[src/rtl/mem_bus_arbiter.sv]
// mem_bus_arbiter: round-robin arbiter sharing one single-beat memory port.
// Define MEM_ARB_STATS_EN to add per-requester grant/wait counters.
module mem_bus_arbiter #(
    parameter int NUM_REQ         = 3,
    parameter int ADDR_WIDTH      = 16,
    parameter int BUS_WIDTH_BYTES = 32
) (
    input  logic                                 clk,
    input  logic                                 reset_n,
    input  logic [NUM_REQ-1:0]                   req_i,
    input  logic [NUM_REQ-1:0]                   we_i,
    input  logic [NUM_REQ*ADDR_WIDTH-1:0]        addr_i,
    input  logic [NUM_REQ*8*BUS_WIDTH_BYTES-1:0] wdata_i,
    output logic [NUM_REQ-1:0]                   ack_o,
    output logic [8*BUS_WIDTH_BYTES-1:0]         rdata_o,
    output logic                                 mem_req_o,
    output logic                                 mem_we_o,
    output logic [ADDR_WIDTH-1:0]                mem_addr_o,
    output logic [8*BUS_WIDTH_BYTES-1:0]         mem_wdata_o,
`ifdef MEM_ARB_STATS_EN
    input  logic                                 stat_clear_i,
    output logic [NUM_REQ*32-1:0]                grant_cnt_o,
    output logic [NUM_REQ*32-1:0]                wait_cnt_o,
`endif
    input  logic                                 mem_ack_i,
    input  logic [8*BUS_WIDTH_BYTES-1:0]         mem_rdata_i
);

    localparam int DW = 8 * BUS_WIDTH_BYTES;
    localparam int IW = (NUM_REQ > 1) ? $clog2(NUM_REQ) : 1;

    typedef enum logic [1:0] {
        IDLE,
        ISSUE,
        RESP
    } state_t;

    state_t        state;
    state_t        state_nxt;
    logic [IW-1:0] rr;
    logic [IW-1:0] grant;
    logic [IW-1:0] pick;
    logic [IW-1:0] cand;
    logic          found;
    int            c;

    // First requester at or after the rr pointer, wrapping past NUM_REQ-1.
    always_comb begin
        pick  = '0;
        found = 1'b0;
        c     = 0;
        cand  = '0;
        for (int o = 0; o < NUM_REQ; o++) begin
            c = int'(rr) + o;
            if (c >= NUM_REQ) begin
                c = c - NUM_REQ;
            end
            cand = IW'(c);
            if (!found && req_i[cand]) begin
                found = 1'b1;
                pick  = cand;
            end
        end
    end

    always_comb begin
        state_nxt = state;
        unique case (state)
            IDLE:    if (found) state_nxt = ISSUE;
            ISSUE:   if (mem_ack_i) state_nxt = RESP;
            RESP:    state_nxt = IDLE;
            default: state_nxt = IDLE;
        endcase
    end

    always_ff @(posedge clk or negedge reset_n) begin
        if (!reset_n) begin
            state <= IDLE;
        end else begin
            state <= state_nxt;
        end
    end

    always_ff @(posedge clk or negedge reset_n) begin
        if (!reset_n) begin
            rr          <= '0;
            grant       <= '0;
            ack_o       <= '0;
            rdata_o     <= '0;
            mem_req_o   <= 1'b0;
            mem_we_o    <= 1'b0;
            mem_addr_o  <= '0;
            mem_wdata_o <= '0;
        end else begin
            ack_o <= '0;
            unique case (state)
                IDLE: begin
                    if (found) begin
                        grant       <= pick;
                        mem_req_o   <= 1'b1;
                        mem_we_o    <= we_i[pick];
                        mem_addr_o  <= addr_i[pick*ADDR_WIDTH +: ADDR_WIDTH];
                        mem_wdata_o <= wdata_i[pick*DW +: DW];
                    end
                end
                ISSUE: begin
                    if (mem_ack_i) begin
                        mem_req_o    <= 1'b0;
                        ack_o[grant] <= 1'b1;
                        // Write acks leave the last read value in place.
                        if (!mem_we_o) begin
                            rdata_o <= mem_rdata_i;
                        end
                    end
                end
                RESP: begin
                    if (grant == IW'(NUM_REQ - 1)) begin
                        rr <= '0;
                    end else begin
                        rr <= grant + 1'b1;
                    end
                end
                default: ;
            endcase
        end
    end

`ifdef MEM_ARB_STATS_EN
    logic [31:0] grant_cnt [NUM_REQ];
    logic [31:0] wait_cnt  [NUM_REQ];

    // Saturating counters; a clear wins over a same-cycle increment.
    always_ff @(posedge clk or negedge reset_n) begin
        if (!reset_n) begin
            for (int i = 0; i < NUM_REQ; i++) begin
                grant_cnt[i] <= '0;
                wait_cnt[i]  <= '0;
            end
        end else begin
            for (int i = 0; i < NUM_REQ; i++) begin
                if (stat_clear_i) begin
                    grant_cnt[i] <= '0;
                    wait_cnt[i]  <= '0;
                end else begin
                    if (ack_o[i] && (grant_cnt[i] != '1)) begin
                        grant_cnt[i] <= grant_cnt[i] + 32'd1;
                    end
                    if (req_i[i] && !ack_o[i] && (wait_cnt[i] != '1)) begin
                        wait_cnt[i] <= wait_cnt[i] + 32'd1;
                    end
                end
            end
        end
    end

    for (genvar g = 0; g < NUM_REQ; g++) begin : g_stat
        assign grant_cnt_o[g*32 +: 32] = grant_cnt[g];
        assign wait_cnt_o[g*32 +: 32]  = wait_cnt[g];
    end
`else
    // Statistics disabled: no counters, arbitration unchanged.
`endif

endmodule

[config.mk]
export PLATFORM = sky130hd
export DESIGN_NAME = mem_bus_arbiter
export DESIGN_NICKNAME = d
export VERILOG_FILES = /design/src/rtl/mem_bus_arbiter.sv
export SDC_FILE = /design/constraint.sdc
export NUM_CORES = 1
export LEC_CHECK = 0
export ABC_AREA = 1
export CORE_AREA = 2 2 620 622
export DETAILED_ROUTE_END_ITERATION = 10
export DIE_AREA = 0 0 622 624
export PLACE_DENSITY = 0.34
export SKIP_LAST_GASP = 1
export SYNTH_ARGS = -nofsm -noshare
export SYNTH_HDL_FRONTEND = slang
export SYNTH_SLANG_ARGS = --single-unit
[constraint.sdc]
create_clock -name clk -period 2.3 [get_ports clk]
set_input_delay 0.46 -clock clk [delete_from_list [all_inputs] [get_ports clk]]
set_output_delay 0.46 -clock clk [all_outputs]
set_load 0.02 [all_outputs]
==> results.py <==
metrics = {
    "worst_setup_path": {
        "critPathCaptureType": "output pin",
        "cp_slowest_cell": "clkdlybuf4s50_1",
        "cp_max_fo": 2,
        "crit_chain": "clkdlybuf4s50_1",
        "cp.required_ns": 1.84,
        "cp-start-kind": "register",
        "max_stage_delay_ns": 0.91,
        "crit_family": "buffers and inverters",
        "crit_arrival_ns": 2.11,
        "crit_buf_inv": 1,
        "crit_type": "register to output pin",
        "ff2ff_setup_slack_ns": -0.26,
    },
    "cts": {
        "cts_buffers": 87,
        "htree_levels": 3,
        "cts_buffer_depth": 4,
        "path_clk_slew_ns": 0.06,
        "insertion_delay_ns": 0.85,
        "cts_tree": "built",
        "clock-sinks": 539,
        "cts_root_buf": "clkbuf_16",
    },
    "run": {
        "maxCapViolCount": 0,
    },
    "run_status": {
        "violations": "setup timing",
        "outcome": "finished, violations left",
    },
    "sta": {
        "period_share_pct": 112,
        "rsz0062_at_grt": "true",
        "finalHoldViolCount": 0,
        "worstMarginPinSlew_ns": 0.691,
        "fin_ws_ns": -0.268,
        "slew_violations": 0,
        "fin_skew_ns": 0.0702,
        "relSlewSlack_pct": 53.8,
        "setup_viol_count_final": 480,
        "worst_hold_slack_ns": 0.222,
        "min_period_ns": 2.57,
        "clock.fmax_ghz": 0.389,
    },
    "yosys": {
        "syn_area_per_cell_um2": 8.37,
        "yosysSeqAreaShare_pct": 48.9,
        "syn_area_mm2": 0.0276,
        "synth_cell_type_count": 25,
        "synth-seq-cells": 539,
        "yosysWarnings": 0,
        "syn-instance-count": 3294,
        "syn_nets": 4379,
        "synth_top_area_share_pct": 48.9,
        "synth_top_area_cell": "dfrtp_1",
        "synth_area_leaders": "dfrtp_1 (49%), mux2_2 (10%), nand3_1 (10%)",
    },
    "placed_design": {
        "place.gp.congestion": 0.916,
        "io_buffers": 1613,
        "detailedPlacementHpwl_mm": 290,
        "pre_cts_ws_ns": -0.877,
        "dp_cells": 10022,
        "placed_area_mm2": 0.0520,
    },
    "finish": {
        "n_fill_cell": 43151,
        "final_cells": 10345,
        "syn2layout_area_growth_pct": 116,
        "fin_area_mm2": 0.0594,
        "final_nets": 6270,
        "drive_gt1_share_pct": 24.3,
    },
    "route": {
        "drc": 0,
        "drt_iter0_drc": 2367,
        "viasPerCell": 3.29,
        "wl_per_cell_um": 32.7,
        "drtPass1Iterations": 5,
        "vias": 33993,
        "antenna_left": 0,
        "drt-total-wl_mm": 339,
    },
    "power": {
        "power_uw": 105000,
        "power.density_mw_per_mm2": 1770,
        "cellLeakagePower_uw": 0.0252,
        "irDropWorstVdd_uv": 805,
    },
    "grt": {
        "track_usage_pct": 16.8,
        "grt_max_degree": 56,
        "antenna_found_initial": 282,
        "gr-total-overflow": 0,
        "grt_pass1_vias": 34472,
        "grt_pass1_wl_mm": 417,
    },
    "die": {
        "core_mm2": 0.381,
        "dieWidth_um": 622,
        "rows": 227,
        "start_util_pct": 7.23,
        "io_pins": 1614,
        "dieArea_mm2": 0.388,
        "die_h_um": 624,
    },
    "hold_path": {
        "hold_class": "input port to register",
    },
}
-- layer usage --
layer / wire [um] / GRT usage, % / share of wire [%]
met2: 156000 / 27.7 / 46
met4: 11400 / 4.19 / 3.4
met3: 46900 / 10.1 / 14
met5: 957 / 0 / 0.28
met1: 124000 / 18.1 / 36
-- cells in the final DEF (no fill, tap or decap), drive strengths merged --
cell / n
nand2: 307
clkbuf: 134
bufinv: 4
nand3: 554
a21oi: 541
inv: 567
o211ai: 4
clkdlybuf4s50: 1488
clkdlybuf4s15: 12
ha: 4
clkinvlp: 5
nor3: 4
o21ai: 6
a31oi: 1
dlygate4sd3: 1
clkinv: 12
bufbuf: 11
nand4: 4
diode: 60
nor2: 275
mux2: 256
nand3b: 1
buf: 498
dlymetal6s2s: 7
dlygate4sd2: 12
dfrtp: 539
-- sequential cells by signal, indices dropped and copies added, names as in the netlist --
| signal | count |
|---|---|
| ack_o | 3 |
| grant | 2 |
| mem_addr_o | 16 |
| mem_req_o | 1 |
| mem_wdata_o | 256 |
| mem_we_o | 1 |
| rdata_o | 256 |
| rr | 2 |
| state | 2 |
-- logic make-up after synthesis --
logic type,count (synthesis),synth area share [%]
and+or+nand+nor,1145,18.3
buffers and inverters,798,12.1
AOI/OAI and AO/OA,552,10.1
DFF,539,48.9
muxes,256,10.5
adders and majority gates,4,0.182
-- final cells by class --
type | instances | area [um^2] | share of cell area [%]
clock inverters | 26 | 317 | 0.533
inverters | 562 | 2140 | 3.60
clock buffers | 125 | 2520 | 4.24
well taps | 5038 | 6300 | 10.6
diodes | 60 | 150 | 0.253
multi-input cells | 1957 | 12600 | 21.1
flip-flops and latches | 539 | 13500 | 22.7
repair buffers | 2038 | 21900 | 36.9
-- synthesized netlist by cell type (all sizes together) --
cell type and instances:
o211ai 4, a21oi 541, buf 197, nand3 554
mux2 256, a31oi 1, nor3 4, dfrtp 539
ha 4, inv 562, nand2 307, nand3b 1
clkbuf 39, nand4 4, o21ai 6, nor2 275
-- final timing paths --
path / startpoint / end / cells after the start
worst max-delay path: mem_wdata_o[63] / mem_wdata_o[63] / 1
worst min-delay path: mem_rdata_i[124] / rdata_o[124] / 2
worst max register to register: rr[1] / mem_wdata_o[68] / 13
worst min register to register: grant[1] / ack_o[1] / 1
max in group asynchronous: reset_n / mem_wdata_o[69] / 4
min in group asynchronous: reset_n / mem_addr_o[8] / 2
-- stage by stage --
step	setup TNS, ns	utilization, %
floorplan	0	-
CTS	-102.55	15.2
global placement	-167.64	13.6
global route	-114.21	15.6
finish	-61.85	15.6
detailed placement	-173.89	13.6
-- where the power goes --
group | total, uW | internal [uW] | switching, uW | leakage [uW]
logic | 73100 | 30700 | 42400 | 0.0176
registers | 18200 | 14500 | 3700 | 0.00617
clock network | 13800 | 8060 | 5710 | 0.00138
total | 105000 | 53300 | 51800 | 0.0252
-- timing repair --
| action | 4_1_cts | 5_1_grt |
|---|---|---|
| endpoints found under the hold margin | 49 | 0 |
| gates cloned | 42 | 10 |
| endpoints found under the setup margin | 699 | 663 |
| pin swaps | 35 | 46 |
| setup buffers | 59 | 16 |
| resized for setup | 373 | 290 |
| hold buffers | 1 | 0 |
(Power assumes the default switching activity.)
